**src/rtl/xsw_pkt_lock_mux_if.sv**
```systemverilog
// -----------------------------------------------------------------------------
// xsw_pkt_lock_mux_if
//   Bundle for the packet lock mux. It groups the initiator-side beat bus, the
//   target-side beat bus and the arbiter request/grant wires.
//   slave  : the lock mux itself.
//   master : the environment around it (initiators, target, arbiter).
// Signals
//   in_valid/in_last/in_data/in_ready   per-initiator beat bus (data i at [i*DW +: DW])
//   out_valid/out_last/out_data/out_src target beat bus plus the locked source index
//   out_ready                           target ready
//   arb_en/arb_req/arb_gnt              arbiter enable, requests, one-hot grant
//   busy                                lock held
// -----------------------------------------------------------------------------
interface xsw_pkt_lock_mux_if #(
   parameter int N  = 4,
   parameter int DW = 32,
   parameter int SW = (N > 1) ? $clog2(N) : 1
);
   logic [N-1:0]    in_valid;
   logic [N-1:0]    in_last;
   logic [N*DW-1:0] in_data;
   logic [N-1:0]    in_ready;
   logic            out_valid;
   logic            out_last;
   logic [DW-1:0]   out_data;
   logic [SW-1:0]   out_src;
   logic            out_ready;
   logic            arb_en;
   logic [N-1:0]    arb_req;
   logic [N-1:0]    arb_gnt;
   logic            busy;

   modport slave (
      input  in_valid, in_last, in_data, out_ready, arb_gnt,
      output in_ready, out_valid, out_last, out_data, out_src, arb_en, arb_req, busy
   );

   modport master (
      output in_valid, in_last, in_data, out_ready, arb_gnt,
      input  in_ready, out_valid, out_last, out_data, out_src, arb_en, arb_req, busy
   );
endinterface

```
**src/rtl/xsw_pkt_lock_mux.sv**
```systemverilog
// -----------------------------------------------------------------------------
// xsw_pkt_lock_mux
//   Packet-level initiator selector behind a round-robin arbiter. In IDLE it
//   presents the valid initiators to the arbiter for one cycle, captures the
//   one-hot grant and locks onto that initiator until its last beat has been
//   accepted by the target. While locked, the selected initiator's beat bus is
//   muxed to the target and the target's ready is routed back to it only.
// Ports
//   clk          clock
//   rstn         asynchronous active-low reset
//   bus          xsw_pkt_lock_mux_if.slave (initiator, target and arbiter wires)
//   timeout_err  one-cycle pulse when a locked packet stalls too long
//                (present only with XSW_LOCK_TIMEOUT_EN)
// Build option
//   XSW_LOCK_TIMEOUT_EN  adds the stall watchdog; TO_CYCLES sets its limit.
//                        Without it the lock is held indefinitely.
// -----------------------------------------------------------------------------
module xsw_pkt_lock_mux #(
   parameter int N         = 4,
   parameter int DW        = 32,
   parameter int SW        = (N > 1) ? $clog2(N) : 1,
   parameter int TO_CYCLES = 256
) (
   input  logic                clk,
   input  logic                rstn,
   xsw_pkt_lock_mux_if.slave   bus
`ifdef XSW_LOCK_TIMEOUT_EN
   ,
   output logic                timeout_err
`endif
);

   typedef enum logic {IDLE = 1'b0, LOCK = 1'b1} state_t;

   state_t         state_q, state_d;
   logic [N-1:0]   sel_q, sel_d;
   logic [SW-1:0]  src_q, src_d;
   logic [SW-1:0]  gnt_idx;
   logic           mux_valid;
   logic           mux_last;
   logic [DW-1:0]  mux_data;
   logic           to_hit;

   // Grant is one-hot, so OR-ing the indices of set bits yields its binary index.
   always_comb begin : p_enc
      gnt_idx = '0;
      for (int i = 0; i < N; i++)
         if (bus.arb_gnt[i]) gnt_idx = gnt_idx | SW'(i);
   end

   // AND-OR mux on the locked one-hot select.
   always_comb begin : p_mux
      mux_valid = 1'b0;
      mux_last  = 1'b0;
      mux_data  = '0;
      for (int i = 0; i < N; i++) begin
         mux_valid = mux_valid | (bus.in_valid[i] & sel_q[i]);
         mux_last  = mux_last  | (bus.in_last[i]  & sel_q[i]);
         mux_data  = mux_data  | (bus.in_data[i*DW +: DW] & {DW{sel_q[i]}});
      end
   end

`ifdef XSW_LOCK_TIMEOUT_EN
   localparam int            CW      = (TO_CYCLES > 2) ? $clog2(TO_CYCLES) : 1;
   localparam logic [CW-1:0] TO_LAST = CW'(TO_CYCLES - 1);

   logic [CW-1:0] cnt_q, cnt_d;
   logic          xfer;

   assign to_hit      = (state_q == LOCK) && (cnt_q == TO_LAST);
   assign timeout_err = to_hit;
   assign xfer        = bus.out_valid & bus.out_ready;
   // Count consecutive stalled LOCK cycles; the firing cycle itself leaves LOCK.
   assign cnt_d       = ((state_q == LOCK) && !xfer && !to_hit) ? cnt_q + 1'b1 : '0;

   always_ff @(posedge clk or negedge rstn) begin : p_cnt
      if (!rstn) cnt_q <= '0;
      else       cnt_q <= cnt_d;
   end
`else
   assign to_hit = 1'b0;
`endif

   always_comb begin : p_fsm
      state_d       = state_q;
      sel_d         = sel_q;
      src_d         = src_q;
      bus.arb_en    = 1'b0;
      bus.arb_req   = '0;
      bus.busy      = 1'b0;
      bus.out_valid = 1'b0;
      bus.out_last  = 1'b0;
      bus.out_data  = '0;
      bus.in_ready  = '0;
      case (state_q)
         IDLE: begin
            // Gated by rstn so the arbiter sees nothing while reset is held.
            bus.arb_req = {N{rstn}} & bus.in_valid;
            bus.arb_en  = |bus.arb_req;
            if (bus.arb_en) begin
               sel_d   = bus.arb_gnt;
               src_d   = gnt_idx;
               state_d = LOCK;
            end
         end
         LOCK: begin
            bus.busy     = 1'b1;
            bus.out_last = mux_last;
            bus.out_data = mux_data;
            if (to_hit) begin
               // Watchdog cycle: nothing is forwarded, lock is dropped.
               state_d = IDLE;
               sel_d   = '0;
            end else begin
               bus.out_valid = mux_valid;
               bus.in_ready  = sel_q & {N{bus.out_ready}};
               if (mux_valid && bus.out_ready && mux_last) begin
                  state_d = IDLE;
                  sel_d   = '0;
               end
            end
         end
         default: state_d = IDLE;
      endcase
   end

   always_ff @(posedge clk or negedge rstn) begin : p_state
      if (!rstn) begin
         state_q <= IDLE;
         sel_q   <= '0;
         src_q   <= '0;
      end else begin
         state_q <= state_d;
         sel_q   <= sel_d;
         src_q   <= src_d;
      end
   end

   // Source index survives the return to IDLE until the next grant.
   assign bus.out_src = src_q;

`ifndef SYNTHESIS
   localparam bit CFG_OK = (N >= 2) && (TO_CYCLES >= 2);

   a_cfg: assert property (@(posedge clk) CFG_OK);

   a_gnt_onehot: assert property (@(posedge clk) disable iff (!rstn)
      (bus.arb_en && (|bus.arb_req)) |-> $onehot(bus.arb_gnt));

   a_gnt_subset: assert property (@(posedge clk) disable iff (!rstn)
      ((bus.arb_gnt & ~bus.arb_req) == '0));

   a_sel_onehot: assert property (@(posedge clk) disable iff (!rstn)
      (state_q == LOCK) |-> $onehot(sel_q));
`endif

endmodule

```
**src/flat_wrapper.sv**
```systemverilog
// flat-port wrapper written by rule: the top's interface ports become plain ports
module xsw_pkt_lock_mux_flat 
#(
   parameter int N         = 4,
   parameter int DW        = 32,
   parameter int SW        = (N > 1) ? $clog2(N) : 1,
   parameter int TO_CYCLES = 256
)
  (clk, rstn, bus_in_valid, bus_in_last, bus_in_data, bus_out_ready, bus_arb_gnt, bus_in_ready, bus_out_valid, bus_out_last, bus_out_data, bus_out_src, bus_arb_en, bus_arb_req, bus_busy);
  xsw_pkt_lock_mux_if #(.N(N), .DW(DW), .SW(SW)) bus_i ();
  input  logic clk;
  input  logic rstn;
  input wire logic [$bits(bus_i.in_valid)-1:0] bus_in_valid;
  input wire logic [$bits(bus_i.in_last)-1:0] bus_in_last;
  input wire logic [$bits(bus_i.in_data)-1:0] bus_in_data;
  input wire logic [$bits(bus_i.out_ready)-1:0] bus_out_ready;
  input wire logic [$bits(bus_i.arb_gnt)-1:0] bus_arb_gnt;
  output wire logic [$bits(bus_i.in_ready)-1:0] bus_in_ready;
  output wire logic [$bits(bus_i.out_valid)-1:0] bus_out_valid;
  output wire logic [$bits(bus_i.out_last)-1:0] bus_out_last;
  output wire logic [$bits(bus_i.out_data)-1:0] bus_out_data;
  output wire logic [$bits(bus_i.out_src)-1:0] bus_out_src;
  output wire logic [$bits(bus_i.arb_en)-1:0] bus_arb_en;
  output wire logic [$bits(bus_i.arb_req)-1:0] bus_arb_req;
  output wire logic [$bits(bus_i.busy)-1:0] bus_busy;
  assign bus_i.in_valid = bus_in_valid;
  assign bus_i.in_last = bus_in_last;
  assign bus_i.in_data = bus_in_data;
  assign bus_i.out_ready = bus_out_ready;
  assign bus_i.arb_gnt = bus_arb_gnt;
  assign bus_in_ready = bus_i.in_ready;
  assign bus_out_valid = bus_i.out_valid;
  assign bus_out_last = bus_i.out_last;
  assign bus_out_data = bus_i.out_data;
  assign bus_out_src = bus_i.out_src;
  assign bus_arb_en = bus_i.arb_en;
  assign bus_arb_req = bus_i.arb_req;
  assign bus_busy = bus_i.busy;
  xsw_pkt_lock_mux #(.N(N), .DW(DW), .SW(SW), .TO_CYCLES(TO_CYCLES)) u_core (.clk(clk), .rstn(rstn), .bus(bus_i));
endmodule
```
**config.mk**
```make
export PLATFORM = sky130hd
export DESIGN_NAME = xsw_pkt_lock_mux_flat
export DESIGN_NICKNAME = d
export VERILOG_FILES = /design/src/rtl/xsw_pkt_lock_mux_if.sv /design/src/rtl/xsw_pkt_lock_mux.sv /design/src/flat_wrapper.sv
export SDC_FILE = /design/constraint.sdc
export NUM_CORES = 1
export LEC_CHECK = 0
export BUFFER_PORTS_ARGS = -buffer_cell sky130_fd_sc_hd__buf_2
export CORE_AREA = 2 2 74 76
export CTS_CLUSTER_SIZE = 30
export DETAILED_ROUTE_END_ITERATION = 10
export DIE_AREA = 0 0 76 78
export GPL_ROUTABILITY_DRIVEN = 0
export PLACE_DENSITY = 0.72
export SYNTH_ARGS = -nofsm -noshare
export SYNTH_HDL_FRONTEND = slang
export SYNTH_SLANG_ARGS = --single-unit
```
**constraint.sdc**
```tcl
create_clock -name clk -period 1.21 [get_ports clk]
set_clock_uncertainty 0.2 [all_clocks]
set_input_delay 0.121 -clock clk [delete_from_list [all_inputs] [get_ports clk]]
set_output_delay 0.121 -clock clk [all_outputs]
set_load 0.05 [all_outputs]
```
=== After elaboration in Yosys (flattened, before gate mapping) ===
Index checks and enable logic that the tools add are counted.

* Register bits: 7
* Bits of input ports: 143
* Output and inout bits: 46
* Word-level logic and storage cells: 50

* Equal/unequal tests: 2
* Mux-type cells: 16
* Bitwise operators: 24
* Reductions and logical operators: 5

{| class="wikitable"
|+ Operator list
! kind !! count
|-
| $and 32x32->32 || 4
|-
| $or 32x32->32 || 3
|-
| $mux 32 || 1
|-
| $mux 4 || 4
|-
| $and 1x1->1 || 8
|-
| $and 4x4->4 || 2
|-
| $pmux 4 s2 || 1
|-
| $mux 1 || 7
|-
| $or 1x1->1 || 6
|-
| $mux 2 || 2
|-
| $reduce_and 2->1 || 2
|-
| $reduce_or 4->1 || 1
|-
| $logic_and 1x1->1 || 2
|-
| $ne 2x1->1 const B || 1
|-
| $ne 2x2->1 const B || 1
|-
| $pmux 1 s2 || 1
|-
| $not 1->1 || 1
|}

=== Longest topological paths before layout ===
Gate-level depths: netlist of the first run.

* Word-level depth: 8
* Mapped depth: 4
* Depth with buffers taken out: 3

=== Worst setup path after synthesis of the first run ===
OpenSTA, ideal clock, no wires.

* Kind: register to output
* Start: reg u_core.state_q
* End: out bus_out_data[25]
* Arrival: 2132 ps
* Data required time: 889 ps
* Setup slack: -1243 ps
* Stages on the path, launching flop included: 3
* Buffers on the path: 1
* Cells stage by stage: dfrtp_1 > clkbuf_1 > a21boi_0

* Longest elaborated chain between the ends: 1

{| class="wikitable"
|+ RTL lines
! what !! line !! text
|-
| start, declared || xsw_pkt_lock_mux.sv:35 || <nowiki>state_t state_q, state_d;</nowiki>
|-
| start signal, assigned || xsw_pkt_lock_mux.sv:133 || <nowiki>state_q <= state_d;</nowiki>
|-
| $mux 32 || xsw_pkt_lock_mux.sv:95 || <nowiki>case (state_q)</nowiki>
|-
| end, declared || flat_wrapper.sv:21 || <nowiki>output wire logic [$bits(bus_i.out_data)-1:0] bus_out_data;</nowiki>
|}

No other way between the ends.

=== Final worst setup path of the first run ===
* Start: reg u_core.state_q
* End: out bus_in_ready[3]

* Longest elaborated chain between the ends: 1

{| class="wikitable"
|+ RTL lines
! what !! line !! text
|-
| $mux 4 || xsw_pkt_lock_mux.sv:95 ||
|-
| end, declared || flat_wrapper.sv:18 || <nowiki>output wire logic [$bits(bus_i.in_ready)-1:0] bus_in_ready;</nowiki>
|}

No other way between the ends.

==> out/results.ini, run 1 <==
[sta]
fmax_mhz=594
setup_ws_ns=-0.474
period_needed_ns=1.68
rsz0062_at_grt=true
max_slew_margin_pct=78.5
worst_hold_slack_ns=0.0970
fin_crit_sh_pct=139
hold_viol_final=0
fin_setup_tns_ns=-21.53
slew_viol_final=0
setup_violations=51
worst_slew_pin_slew_ns=0.322

[yosys]
ys_types=20
yosysSeqAreaShare_pct=13.8
syn-mean-instance-area_um2=7.63
synth_area_um2=1270
yosysWarnings=0
synthFlopType=dfrtp_1
syn_inst=166
yosys_register_bits=7
synth_edf_count=0
synthesis.nets=309
async_reset_ff_share_pct=100

[die]
initial_utilization_pct=25.1
core_um2=5040
pin_count=189
die_w_um=76
std_cell_rows=26
die_h_um=78
die_area_um2=5930

[cells_and_area]
fillers=340
drive_gt1_share_pct=93.3
area_growth_pct=201
register_area_um2=183
multi_input_comb_area_um2=1780
fin_nets=519
fin_util_pct=75.5
fin_area_um2=3810
final_common_cell=buf_2
final_cell_mix=buf_2 (144), a22oi_2 (69), buf_6 (39)
n_antenna_cell=0

[critical_path]
cpPeakStageDelay_ns=0.50
crit_path_start_kind=register
endpoint_kind=output pin
worstPathRequired_ns=0.89
crit_chain=buf_12, clkbuf_16, and3_4, buf_8
path_buf_inv=3
critPathSlowestCell=dfrtp_4
path_max_fanout=8
crit_family=flip-flops
crit_type=register to output pin
worstPathArrival_ns=1.36

[outcome]
outcome=complete, but fails checks
violations=setup timing

[detailed_routing]
drtIter0Drc=46
drc=0
postRouteAntennaNets=0
totalWireLength_mm=7.94
vias_per_cell=5.33
firstDrtPassIters=4
wl_per_cell_um=17.8
via_count=2373

[global_route]
grt_pass1_vias=2526
grt_pass1_wl_mm=11.9
grt_util_all_layers_pct=23.9
overflow=0
antenna_found_initial=0
grt_max_degree=24

[placement]
pre_cts_slack_ns=-0.325
io_buffers=188
hpwl_mm=5.10
dpl-instance-area_um2=2890

[power]
p_per_area_nw_per_um2=2710
power.leakage_nw=1.84
vdd_drop_max_mv=1.53

[clock_tree]
root_buffer=clkbuf_8
clk_latency_ns=0.24
cts_buffer_depth=2
cts_tree=yes
clk_pin_slew_worst_paths_ns=0.05
cts_buffers=3
ctsHtreeMaxLevel=1
cts_sinks=7

[worst_hold_path]
holdCritPathClass=primary input to register

[run]
drv_cap=0

path summary, 6_finish.rpt:
kind | start | endpoint | slack, ns | depth (start not counted)
setup / recovery | u_core.state_q | bus_in_ready[3] | -0.47 | 4
hold / removal | bus_out_ready | u_core.state_q | 0.1 | 3
setup reg to reg | u_core.sel_q[1] | u_core.sel_q[2] | -0.42 | 5
hold reg to reg | u_core.bus.out_src[0] | u_core.bus.out_src[0] | 0.33 | 2
max in group asynchronous | rstn | u_core.state_q | 0.19 | 4
min in group asynchronous | rstn | u_core.bus.out_src[1] | 0.35 | 4
sequential cells by signal, indices dropped and copies added (netlist names):
signal,count
u_core.sel_q,4
u_core.state_q,1
u_core.bus.out_src,2
layer usage:
metal	part of all wire [%]	vias up	global-route usage, %	wire, um
li1	-	1098	-	-
met1	34	1137	24.4	2730
met2	57	124	48.9	4540
met3	6.9	14	4.77	551
met4	1.4	0	6.55	114
met5	0	-	0	0
power breakdown:
part,switching [mW],internal [mW]
clock,0.129,0.230
sequential,0.118,0.341
combinational,5.33,4.18
tightest hold or removal path, cell delays in order:
cell and delay, ns:
buf_2 0.13, and2_4 0.19, a21oi_2 0.06
cell usage after synthesis, types with 2 or more instances:
library cell / number / area (um^2)
and2_1: 3 / 18.8
nand3_1: 4 / 20.0
o21ai_0: 4 / 20.0
a21oi_2: 3 / 26.3
and3_1: 4 / 25.0
nor2_1: 3 / 11.3
clkbuf_1: 16 / 60.1
a21boi_0: 34 / 255
a21oi_1: 3 / 15.0
buf_2: 4 / 20.0
a22oi_1: 72 / 541
and2_2: 2 / 15.0
dfrtp_1: 7 / 175
kinds of logic after synthesis:
family,synth area share [%]
flops,13.8
simple gates,9.98
compound gates,68.7
buf+inv,7.51
through the flow:
step,instances,total power [mW]
6_report,445,10.3
5_1_grt,445,10.7
4_1_cts,440,9.33
3_5_place_dp,429,7.72
3_3_place_gp,429,7.66
2_1_floorplan,166,6.27
final cells by class:
| cell class | instances | area share [%] |
|---|---|---|
| multi-input cells | 137 | 46.6 |
| repair buffers | 227 | 45.1 |
| flip-flops and latches | 7 | 4.80 |
| well taps | 70 | 2.30 |
| clock buffers | 4 | 1.18 |
repair_timing:
item | in CTS | in global routing
hold endpoints to repair | 13 | 0
pin swaps | 3 | 26
hold buffers | 5 | 0
gates resized for setup | 138 | 52
setup buffers | 3 | 4
setup endpoints to repair | 51 | 51
cloned | 0 | 2
Note: power is estimated with default switching activity, not from simulation.
==> run 2: changes to the inputs <==
--- a/config.mk
+++ b/config.mk
@@ -5,13 +5,14 @@
 export SDC_FILE = /design/constraint.sdc
 export NUM_CORES = 1
 export LEC_CHECK = 0
+export ABC_AREA = 1
 export BUFFER_PORTS_ARGS = -buffer_cell sky130_fd_sc_hd__buf_2
-export CORE_AREA = 2 2 74 76
+export CORE_MARGIN = 2
+export CORE_UTILIZATION = 30
 export CTS_CLUSTER_SIZE = 30
 export DETAILED_ROUTE_END_ITERATION = 10
-export DIE_AREA = 0 0 76 78
 export GPL_ROUTABILITY_DRIVEN = 0
-export PLACE_DENSITY = 0.72
+export PLACE_DENSITY = 0.78
 export SYNTH_ARGS = -nofsm -noshare
 export SYNTH_HDL_FRONTEND = slang
 export SYNTH_SLANG_ARGS = --single-unit
==> run 2 against run 1 <==
Net effect:
- the flow still finishes with violations (setup timing)
- hold slack gained 0.073 ns
- first-iteration DRC count rose by 89%
- global-route usage grew 2.6 points
- routed wire length rose by 1.3%
- critical path depth unchanged
- final area fell by 0.95%
- utilization fell by 1.2 points
- critical endpoint is now bus_out_data[20]
- via count grew 9.2%
- flip-flop and latch count unchanged
- combinational power is 3.0% lower
==> out/results.ini, run 2 <==
[worst_hold_path]
holdCritPathClass=primary input to async pin  ; was primary input to register

[critical_path]
critPathSlowestCell=dfrtp_2  ; was dfrtp_4
worstPathRequired_ns=0.89  ; about the same
crit_chain=buf_12, nand2_1, a41oi_4, buf_6  ; was buf_12, clkbuf_16, and3_4, buf_8
cpPeakStageDelay_ns=0.43  ; was 0.50 ns
endpoint_kind=output pin  ; unchanged
crit_path_start_kind=register  ; unchanged
crit_type=register to output pin  ; unchanged
worstPathArrival_ns=1.37  ; was 1.36 ns
path_max_fanout=18  ; was 8

[global_route]
grt_util_all_layers_pct=26.5  ; was 23.9%
antenna_found_initial=0  ; unchanged
grt_max_degree=24  ; unchanged
grt_pass1_wl_mm=12.7  ; was 11.9 mm
grt_pass1_vias=2779  ; was 2526
overflow=0  ; unchanged

[power]
power.leakage_nw=1.60  ; was 1.84 nW
power_mw=10.0  ; was 10.3 mW
vdd_drop_max_mv=1.62  ; was 1.53 mV
p_per_area_nw_per_um2=2660  ; was 2710 nW/um^2

[yosys]
async_reset_ff_share_pct=100  ; unchanged
ys_top_cells_by_area=nand2_1 (37%), a41oi_2 (29%), dfrtp_1 (11%)  ; was a22oi_1 (43%), a21boi_0 (20%), dfrtp_1 (14%)
yosysSeqAreaShare_pct=11.2  ; was 13.8%
syn-mean-instance-area_um2=6.30  ; was 7.63 um^2
ys_types=20  ; unchanged
yosysMostFrequentCell=nand2_1  ; was a22oi_1
syn_inst=248  ; was 166
synth_area_leader_cell=nand2_1  ; was a22oi_1
synth_edf_count=0  ; unchanged
netlist.area_leader.share_pct=37.0  ; was 42.7%
yosysWarnings=0  ; unchanged
synthesis.nets=391  ; was 309
synth_area_um2=1560  ; was 1270 um^2
synthFlopType=dfrtp_1  ; unchanged
yosys_register_bits=7  ; unchanged
synthTopCellsByCount=nand2_1 (154), a41oi_2 (28), buf_2 (13)  ; was a22oi_1 (72), a21boi_0 (34), clkbuf_1 (16)

[detailed_routing]
postRouteAntennaNets=0  ; unchanged
via_count=2591  ; was 2373
drc=0  ; unchanged
wl_per_cell_um=15.3  ; was 17.8 um
totalWireLength_mm=8.04  ; was 7.94 mm
firstDrtPassIters=4  ; unchanged
drtIter0Drc=87  ; was 46
vias_per_cell=4.93  ; was 5.33

[sta]
worst_hold_slack_ns=0.170  ; was 0.0970 ns
period_needed_ns=1.69  ; was 1.68 ns
rsz0062_at_grt=true  ; unchanged
fin_crit_sh_pct=140  ; was 139%
setup_violations=51  ; unchanged
setup_ws_ns=-0.479  ; was -0.474 ns
max_slew_margin_pct=83.7  ; was 78.5%
hold_viol_final=0  ; unchanged
fmax_mhz=592  ; was 594 MHz
slew_viol_final=0  ; unchanged
worst_slew_pin_slew_ns=0.247  ; was 0.322 ns

[cells_and_area]
drive_gt1_share_pct=64.5  ; was 93.3%
area_growth_pct=141  ; was 201%
final_cells=526  ; was 445
top_register=u_core.sel_q  ; unchanged
final_cell_mix=nand2_1 (146), buf_2 (144), buf_6 (47)  ; was buf_2 (144), a22oi_2 (69), buf_6 (39)
largest_reg_flops=4  ; unchanged
fin_nets=600  ; was 519
final_common_cell=nand2_1  ; was buf_2
n_antenna_cell=0  ; unchanged

[die]
core_um2=5070  ; was 5040 um^2
die_w_um=76.2  ; was 76 um
std_cell_rows=26  ; unchanged
initial_utilization_pct=30.8  ; was 25.1%
pin_count=189  ; unchanged
die_area_um2=5800  ; was 5930 um^2
die_h_um=76.2  ; was 78 um

[clock_tree]
cts_sinks=7  ; unchanged
ctsHtreeMaxLevel=1  ; unchanged
root_buffer=clkbuf_8  ; unchanged
clk_pin_slew_worst_paths_ns=0.04  ; was 0.05 ns
cts_tree=yes  ; unchanged
cts_buffer_depth=2  ; unchanged
clk_latency_ns=0.24  ; about the same
cts_buffers=3  ; unchanged

[placement]
io_buffers=188  ; unchanged
placed_cells=510  ; was 429
hpwl_mm=5.36  ; was 5.10 mm
pre_cts_slack_ns=-0.313  ; was -0.325 ns

[outcome]
outcome=complete, but fails checks  ; unchanged
violations=setup timing  ; unchanged

[run]
drv_cap=0  ; unchanged

-- run 2: cell count changes in the layout (fill, tap and decap cells not counted), moves of 8 or more --
cell,change
buf_6,+8
a41oi_4,+29
nand2_1,+146
a22oi_2,-69
a21boi_4,-34
nand2_2,+9
-- run 2: cells by family after synthesis --
group | share of synthesized area, %
AO/OA/AOI/OAI | 33.6
AND/OR/NAND/NOR | 44.5
flip-flops | 11.2
buffers and inverters | 10.6
-- run 2: report_power, final --
part,switching [mW],internal (mW)
logic,5.53,3.69
registers,0.134,0.343
clock network,0.118,0.229
total,5.79,4.26
-- run 2: path summary, 6_finish.rpt --
path | from | to | slack [ns] | cells after the start
min reg2reg | u_core.bus.out_src[0] | u_core.bus.out_src[0] | 0.32 | 2
max | u_core.sel_q[3] | bus_out_data[20] | -0.48 | 4
max in group asynchronous | rstn | u_core.sel_q[2] | 0.50 | 3
min | rstn | u_core.bus.out_src[1] | 0.17 | 3
min in group clk | bus_out_ready | u_core.state_q | 0.23 | 5
max reg2reg | u_core.state_q | u_core.sel_q[1] | -0.27 | 7
-- run 2: critical path, delay by kind of cell (launching register included) --
kind,cells,cell delay [ns]
compound gates,1,0.23
buf+inv,2,0.35
simple gates,1,0.11
flops,1,0.43
-- run 2: layer usage --
layer  GRT usage, %  wire length, um  share of wire, %  up-vias
met2           54.0             4490                56      124
met4           9.09              212               2.6        0
li1               -                -                 -     1246
met5              0                0                 0        -
met3           4.15              470               5.8       19
met1           27.0             2870                36     1202
-- run 2: area by class of cell --
class / count / area, um^2
well taps: 70 / 87.6
fillers: 383 / 1310
flip-flops and latches: 7 / 183
multi-input cells: 211 / 1720
inverters: 11 / 67.6
repair buffers: 223 / 1660
clock buffers: 4 / 45.0
-- run 2: metrics by stage --
stage | util [%] | area, um^2 | setup TNS, ns
after floorplan | - | 2020 | -14.22
after global placement | 61.3 | 3110 | -11.27
after detailed placement | 61.3 | 3110 | -12.09
after CTS | 73.0 | 3710 | -19.53
after global routing | 74.3 | 3770 | -22.42
final | 74.3 | 3770 | -20.30
-- run 2: timing repair --
item                       in CTS  in global routing
gates resized for setup       130                 20
setup buffers                   4                  2
gates cloned                    2                  1
hold buffers                    5                  0
hold endpoints to repair       13                  0
setup endpoints to repair      51                 51
pin swaps                      10                  2
